### src/rtl/systolic_ctrl.sv
// rtl/systolic_ctrl.sv - sequencer for the N x N systolic matmul array: BRAM reads, skewed enables, capture.
// Optional SYS_CTRL_PERF_EN adds a perf_cycles run-length counter.
module systolic_ctrl #(
  parameter int N      = 4,
  parameter int ADDRW  = 9,
  parameter int RD_LAT = 1
) (
  input  logic             clk,
  input  logic             reset,
  input  logic             start,
  input  logic             abort,
  input  logic [ADDRW-1:0] base_a,
  input  logic [ADDRW-1:0] base_b,
  output logic             rd_en,
  output logic [ADDRW-1:0] a_addr,
  output logic [ADDRW-1:0] b_addr,
  output logic             acc_clr,
  output logic [N-1:0]     row_en,
  output logic [N-1:0]     col_en,
  output logic             capture,
  output logic             busy,
`ifdef SYS_CTRL_PERF_EN
  output logic [15:0]      perf_cycles,
`endif
  output logic             done
);

  localparam int LAST = RD_LAT + 2*N - 2;
  localparam int CW   = $clog2(LAST + 2);
  localparam logic [CW-1:0] LAST_C = CW'(LAST);
  localparam logic [CW-1:0] N_C    = CW'(N);

  typedef enum logic [2:0] {
    S_IDLE,
    S_CLEAR,
    S_RUN,
    S_CAPT,
    S_DONE
  } state_t;

  state_t         state, state_nx;
  logic [CW-1:0]  cnt, cnt_nx;
  logic           rd_nx;

  always_comb begin
    state_nx = state;
    cnt_nx   = cnt;
    case (state)
      S_IDLE, S_DONE: begin
        if (start) begin
          state_nx = S_CLEAR;
          cnt_nx   = '0;
        end
      end
      S_CLEAR: begin
        state_nx = S_RUN;
        cnt_nx   = '0;
      end
      S_RUN: begin
        if (cnt == LAST_C) begin
          state_nx = S_CAPT;
          cnt_nx   = '0;
        end else begin
          cnt_nx = cnt + 1'b1;
        end
      end
      S_CAPT:  state_nx = S_DONE;
      default: state_nx = S_IDLE;
    endcase
    // abort overrides everything, including a start seen in the same cycle
    if (abort) begin
      state_nx = S_IDLE;
      cnt_nx   = '0;
    end
  end

  assign rd_nx = (state_nx == S_RUN) && (cnt_nx < N_C);

  // Addresses are registered so base_a/base_b never reach the outputs combinationally.
  always_ff @(posedge clk or negedge reset) begin
    if (!reset) begin
      state  <= S_IDLE;
      cnt    <= '0;
      a_addr <= '0;
      b_addr <= '0;
    end else begin
      state  <= state_nx;
      cnt    <= cnt_nx;
      a_addr <= rd_nx ? base_a + ADDRW'(cnt_nx) : '0;
      b_addr <= rd_nx ? base_b + ADDRW'(cnt_nx) : '0;
    end
  end

  assign rd_en   = (state == S_RUN) && (cnt < N_C);
  assign acc_clr = (state == S_CLEAR);
  assign capture = (state == S_CAPT);
  assign busy    = (state == S_CLEAR) || (state == S_RUN) || (state == S_CAPT);
  assign done    = (state == S_DONE);

  for (genvar i = 0; i < N; i++) begin : g_en
    localparam logic [CW-1:0] LO = CW'(RD_LAT + i);
    localparam logic [CW-1:0] HI = CW'(RD_LAT + i + N);
    assign row_en[i] = (state == S_RUN) && (cnt >= LO) && (cnt < HI);
    assign col_en[i] = row_en[i];
  end

`ifdef SYS_CTRL_PERF_EN
  logic [15:0] perf_q;

  always_ff @(posedge clk or negedge reset) begin
    if (!reset) begin
      perf_q <= '0;
    end else if (abort) begin
      perf_q <= '0;
    end else if ((state == S_IDLE || state == S_DONE) && start) begin
      perf_q <= '0;
    end else if (busy && perf_q != 16'hFFFF) begin
      perf_q <= perf_q + 16'd1;
    end
  end

  assign perf_cycles = perf_q;
`endif

endmodule

### config.mk
export PLATFORM = sky130hd
export DESIGN_NAME = systolic_ctrl
export DESIGN_NICKNAME = d
export VERILOG_FILES = /design/src/rtl/systolic_ctrl.sv
export SDC_FILE = /design/constraint.sdc
export NUM_CORES = 1
export LEC_CHECK = 0
export ABC_AREA = 1
export ABC_CLOCK_PERIOD_IN_PS = 7100
export BUFFER_PORTS_ARGS = -buffer_cell sky130_fd_sc_hd__buf_4
export CAP_MARGIN = 25
export CORE_MARGIN = 8
export CORE_UTILIZATION = 38
export CTS_CLUSTER_DIAMETER = 120
export DETAILED_ROUTE_END_ITERATION = 8
export GPL_ROUTABILITY_DRIVEN = 0
export SYNTH_ARGS = -nofsm -noshare
export SYNTH_HDL_FRONTEND = slang
export SYNTH_SLANG_ARGS = --single-unit
### constraint.sdc
create_clock -name clk -period 7.1 [get_ports clk]
set_input_delay 1.42 -clock clk [delete_from_list [all_inputs] [get_ports clk]]
set_output_delay 1.42 -clock clk [all_outputs]
set_load 0.03 [all_outputs]
==> reports/results.txt <==
The flow ran to the end, and the final reports show no timing, DRC or antenna violations. Once layout is complete, the utilization of the core stands at 49.3%. Excluding fillers, the count of instances in the completed layout stands at 295.

The portion of synthesized area spent on multiplexers is 0%. The level count of the clock H-tree came out at 1. The clock period could shrink to 3160 ps.

In the final routed layout, each cell accounts on average for 11.3 um. The cell-internal power is 214 uW. In this run the worst hold path is classified as reg -> reg.

The floorplan step defined a core boundary enclosing 0.00426 mm^2. The critical path goes through buf_4 -> nand2_2 -> nand3_1 -> a211oi_1 -> ha_1 -> fa_1 -> nand3_1 -> nand2_1 -> nand2_1 -> o21ai_0 -> o21ai_0 -> nor2_4. The tools report the library cell used as clock root buffer as sky130_fd_sc_hd__clkbuf_8. The tools report the number of placement rows as 24. The average instance in the mapped netlist occupies 8.61 um^2. The largest driver fanout on the critical path is 4, and the via count of the first global-routing pass is 1303.

Net switching is 29.1% of the power. The number of buffers added for setup after CTS came out at 0. The clock drives 25 sinks. Static timing analysis puts the maximum clock frequency at 317 MHz. The aggregate global-route resource usage was 10.3%. TritonCTS built the clock tree.

The post-route netlist has 30.9% of its cells at a drive strength greater than 1. Summing every instance area after synthesis gives 0.00165 mm^2. In this run, synthesis produced a sequential element count of 25.

The area of combinational cells with multiple inputs was 861 um^2. Entering global routing, the biggest net connects 26 pins. The share of synthesized cell area in full adder, half adder and majority cells is 11.5%.

On the critical path, the stage with the largest delay is an instance of sky130_fd_sc_hd__a211oi_1. The clock share of power was 27.1%. The routed layout has 1341 vias. The tools report the post-route DRC violation count as 0. TritonCTS created 3 clock buffers. For the pin with the worst max-slew slack, the measured transition is 600 ps. The clock arrives with 0.775 ps of skew. Once placement completed, the tool counted placed cells totaling 291.

The sum of overflow across all layers after global routing came out at 0. The areal power density over the cells works out to 143 mW/mm^2. During placement, the flow inserted port buffers numbering 52.

When the netlist entered floorplanning its net count stood at 228. Clock insertion delay at the later pin of the skew report: 260 ps. The delay of the slowest cell on the worst path was 410 ps. After detailed routing, the total wire length is 3350 um.

The HPWL after detailed placement was 2780 um; the peak ir drop on the vdd network was 0.0000592 V. Yosys mapped the design onto 24 distinct sky130hd cell types. In the layout the commonest cells are 52 x sky130_fd_sc_hd__buf_4, 30 x sky130_fd_sc_hd__nand2_1, 27 x sky130_fd_sc_hd__inv_1. Registers take 626 um^2. The sequential share of power was 49.6%; the share of the clock period used by the worst path was 44.5%. The tools report the initial core utilization as 38.8%. Leaving out fill and tap cells, the most frequent cell in the layout is sky130_fd_sc_hd__buf_4. The number of max-slew violations in the final report was 0; the die extent in x was 82.0 um.

The number of detailed-routing iterations run before antenna repair is 4. Number of hold violations in the final report: 0. Summed over its instances, the top area cell type makes up 37.9% of the synthesized netlist area. STA puts the critical path data required time at 7290 ps. The analysis attributes to cell leakage a power of 0.00115 uW. After detailed routing, the number of vias per cell comes to 4.55. The synthesized netlist devotes 31.2% of its cell area to simple gates. The run gives 443 as the final-layout fill cell count. In the post-route analysis, the smallest setup slack over all paths is 3940 ps.

STA classifies the critical path startpoint as an input pin. The worst pin sits at a relative slew slack of 60.0%. The share of the synthesized netlist area taken by xor and xnor gates is 5.30%, and the post-cts repair resize count is 0. Synthesis produced a netlist whose cell count is 192.

The post-detailed-route count of antenna-violating nets is 0. The post-synthesis to final-layout area growth came out at 27.3%. Maximum number of buffers from clock root to sink: 2. The first global-routing pass estimated 5530 um of wire. Setup repair after global routing left no endpoint under its margin. For this block, the initial DRC count from the detailed router was 47.

The floorplan step set the die height to 82.0 um. Timing analysis after detailed placement gives a worst setup slack of 3630 ps. The cell type with the largest total area after synthesis is sky130_fd_sc_hd__dfrtp_1.

Summing the sequential cell areas from Yosys gives 37.9% of the chip area. The run gives 0 as the max capacitance violation total. Data on the critical path arrives at its endpoint at 3350 ps.

For this run, the post-layout net count is 280. Clock-pin slew was measured on the worst setup and hold paths at 80 ps. Setup violations remaining at the end of the flow were counted as 0. The hold-fix buffer count after cts came out at 0. The number of antenna violations at the first check in global routing is 0. The full die area came out at 0.00672 mm^2. Of the total power, combinational logic draws 23.3%. 53 I/O pins were placed. The synthesized netlist devotes 4.09% of its cell area to compound gates.

Classification of the worst setup path: in -> reg. For the post-place instance area, the log shows 0.00206 mm^2. STA classifies the critical path endpoint as a flip-flop.

For this design the total switching power over the nets is 87.8 uW. The number of antenna diodes in the final layout is 0. Setup total negative slack on the finished layout was measured at 0 ps. During synthesis, Yosys emitted a total of 0 warnings.

Ranked by total cell area, the synthesized netlist is headed by sky130_fd_sc_hd__dfrtp_1 38%, sky130_fd_sc_hd__ha_1 9.1%, sky130_fd_sc_hd__nand2_1 6.8%, sky130_fd_sc_hd__nor2_4 6.8%, sky130_fd_sc_hd__inv_1 6.1%. Summing all non-filler instances in the final layout gives an area of 0.00210 mm^2. By area, the combinational part of the netlist is dominated by simple AND/OR/NAND/NOR gates.
## power by group through the flow
stage | sequential [uW] | clock, uW | combinational [uW]
global placement | 153 | 0 | 71.3
floorplan | 160 | 0 | 36.8
global route | 151 | 90.0 | 77.5
CTS | 150 | 85.4 | 71.8
detailed placement | 153 | 0 | 71.4
finish | 150 | 81.7 | 70.3
## critical path, delay by kind of cell
kind,cells,cell delay [ps]
buf+inv,1,120
fa+ha+maj,2,510
compound gates,3,690
simple gates,6,610
## layer usage
layer	wire [um]	GRT usage [%]
met5	0	0
met4	19	3.16
met3	161	1.53
met2	1690	18.2
met1	1470	12.4
## cells by family after synthesis
family,Yosys count
flops,25
xor+xnor,10
simple gates,94
fa+ha+maj,14
buf+inv,36
compound gates,13
## layout make-up
cell class | count | share of cell area, %
inverter | 31 | 5.53
sequential | 25 | 29.7
timing repair buffer | 52 | 18.6
clock buffer | 4 | 2.14
multi-input combinational | 131 | 40.9
tap | 52 | 3.09
## flip-flops by register name, indices dropped and copies added, names as in the netlist
name and count:
state 3, b_addr 9, a_addr 9, cnt 4
## cell usage after synthesis, drive strengths merged
master / count
nand3: 17
buf: 5
xnor2: 6
nor2: 32
a211oi: 1
a21oi: 5
fa: 2
nand2: 32
inv: 31
nor3: 6
ha: 12
nand4: 5
xor2: 4
nor3b: 2
o21ai: 7
dfrtp: 25
## worst paths after layout
path	cells after the start	slack, ps	start	end
max	12	3940	start	a_addr[6]
min	1	640	cnt[0]	cnt[0]
max reg2reg	12	4560	cnt[0]	a_addr[6]
min reg2reg	1	640	cnt[0]	cnt[0]
max in group asynchronous	1	5820	reset	cnt[3]
min in group asynchronous	1	1040	reset	b_addr[4]
## stage by stage
step                total power (uW)  hold slack [ps]
floorplan                        196              544
global placement                 224              624
detailed placement               224              625
CTS                              307              638
global route                     318              683
finish                           302              637
Note: power is estimated with default switching activity, not from simulation.
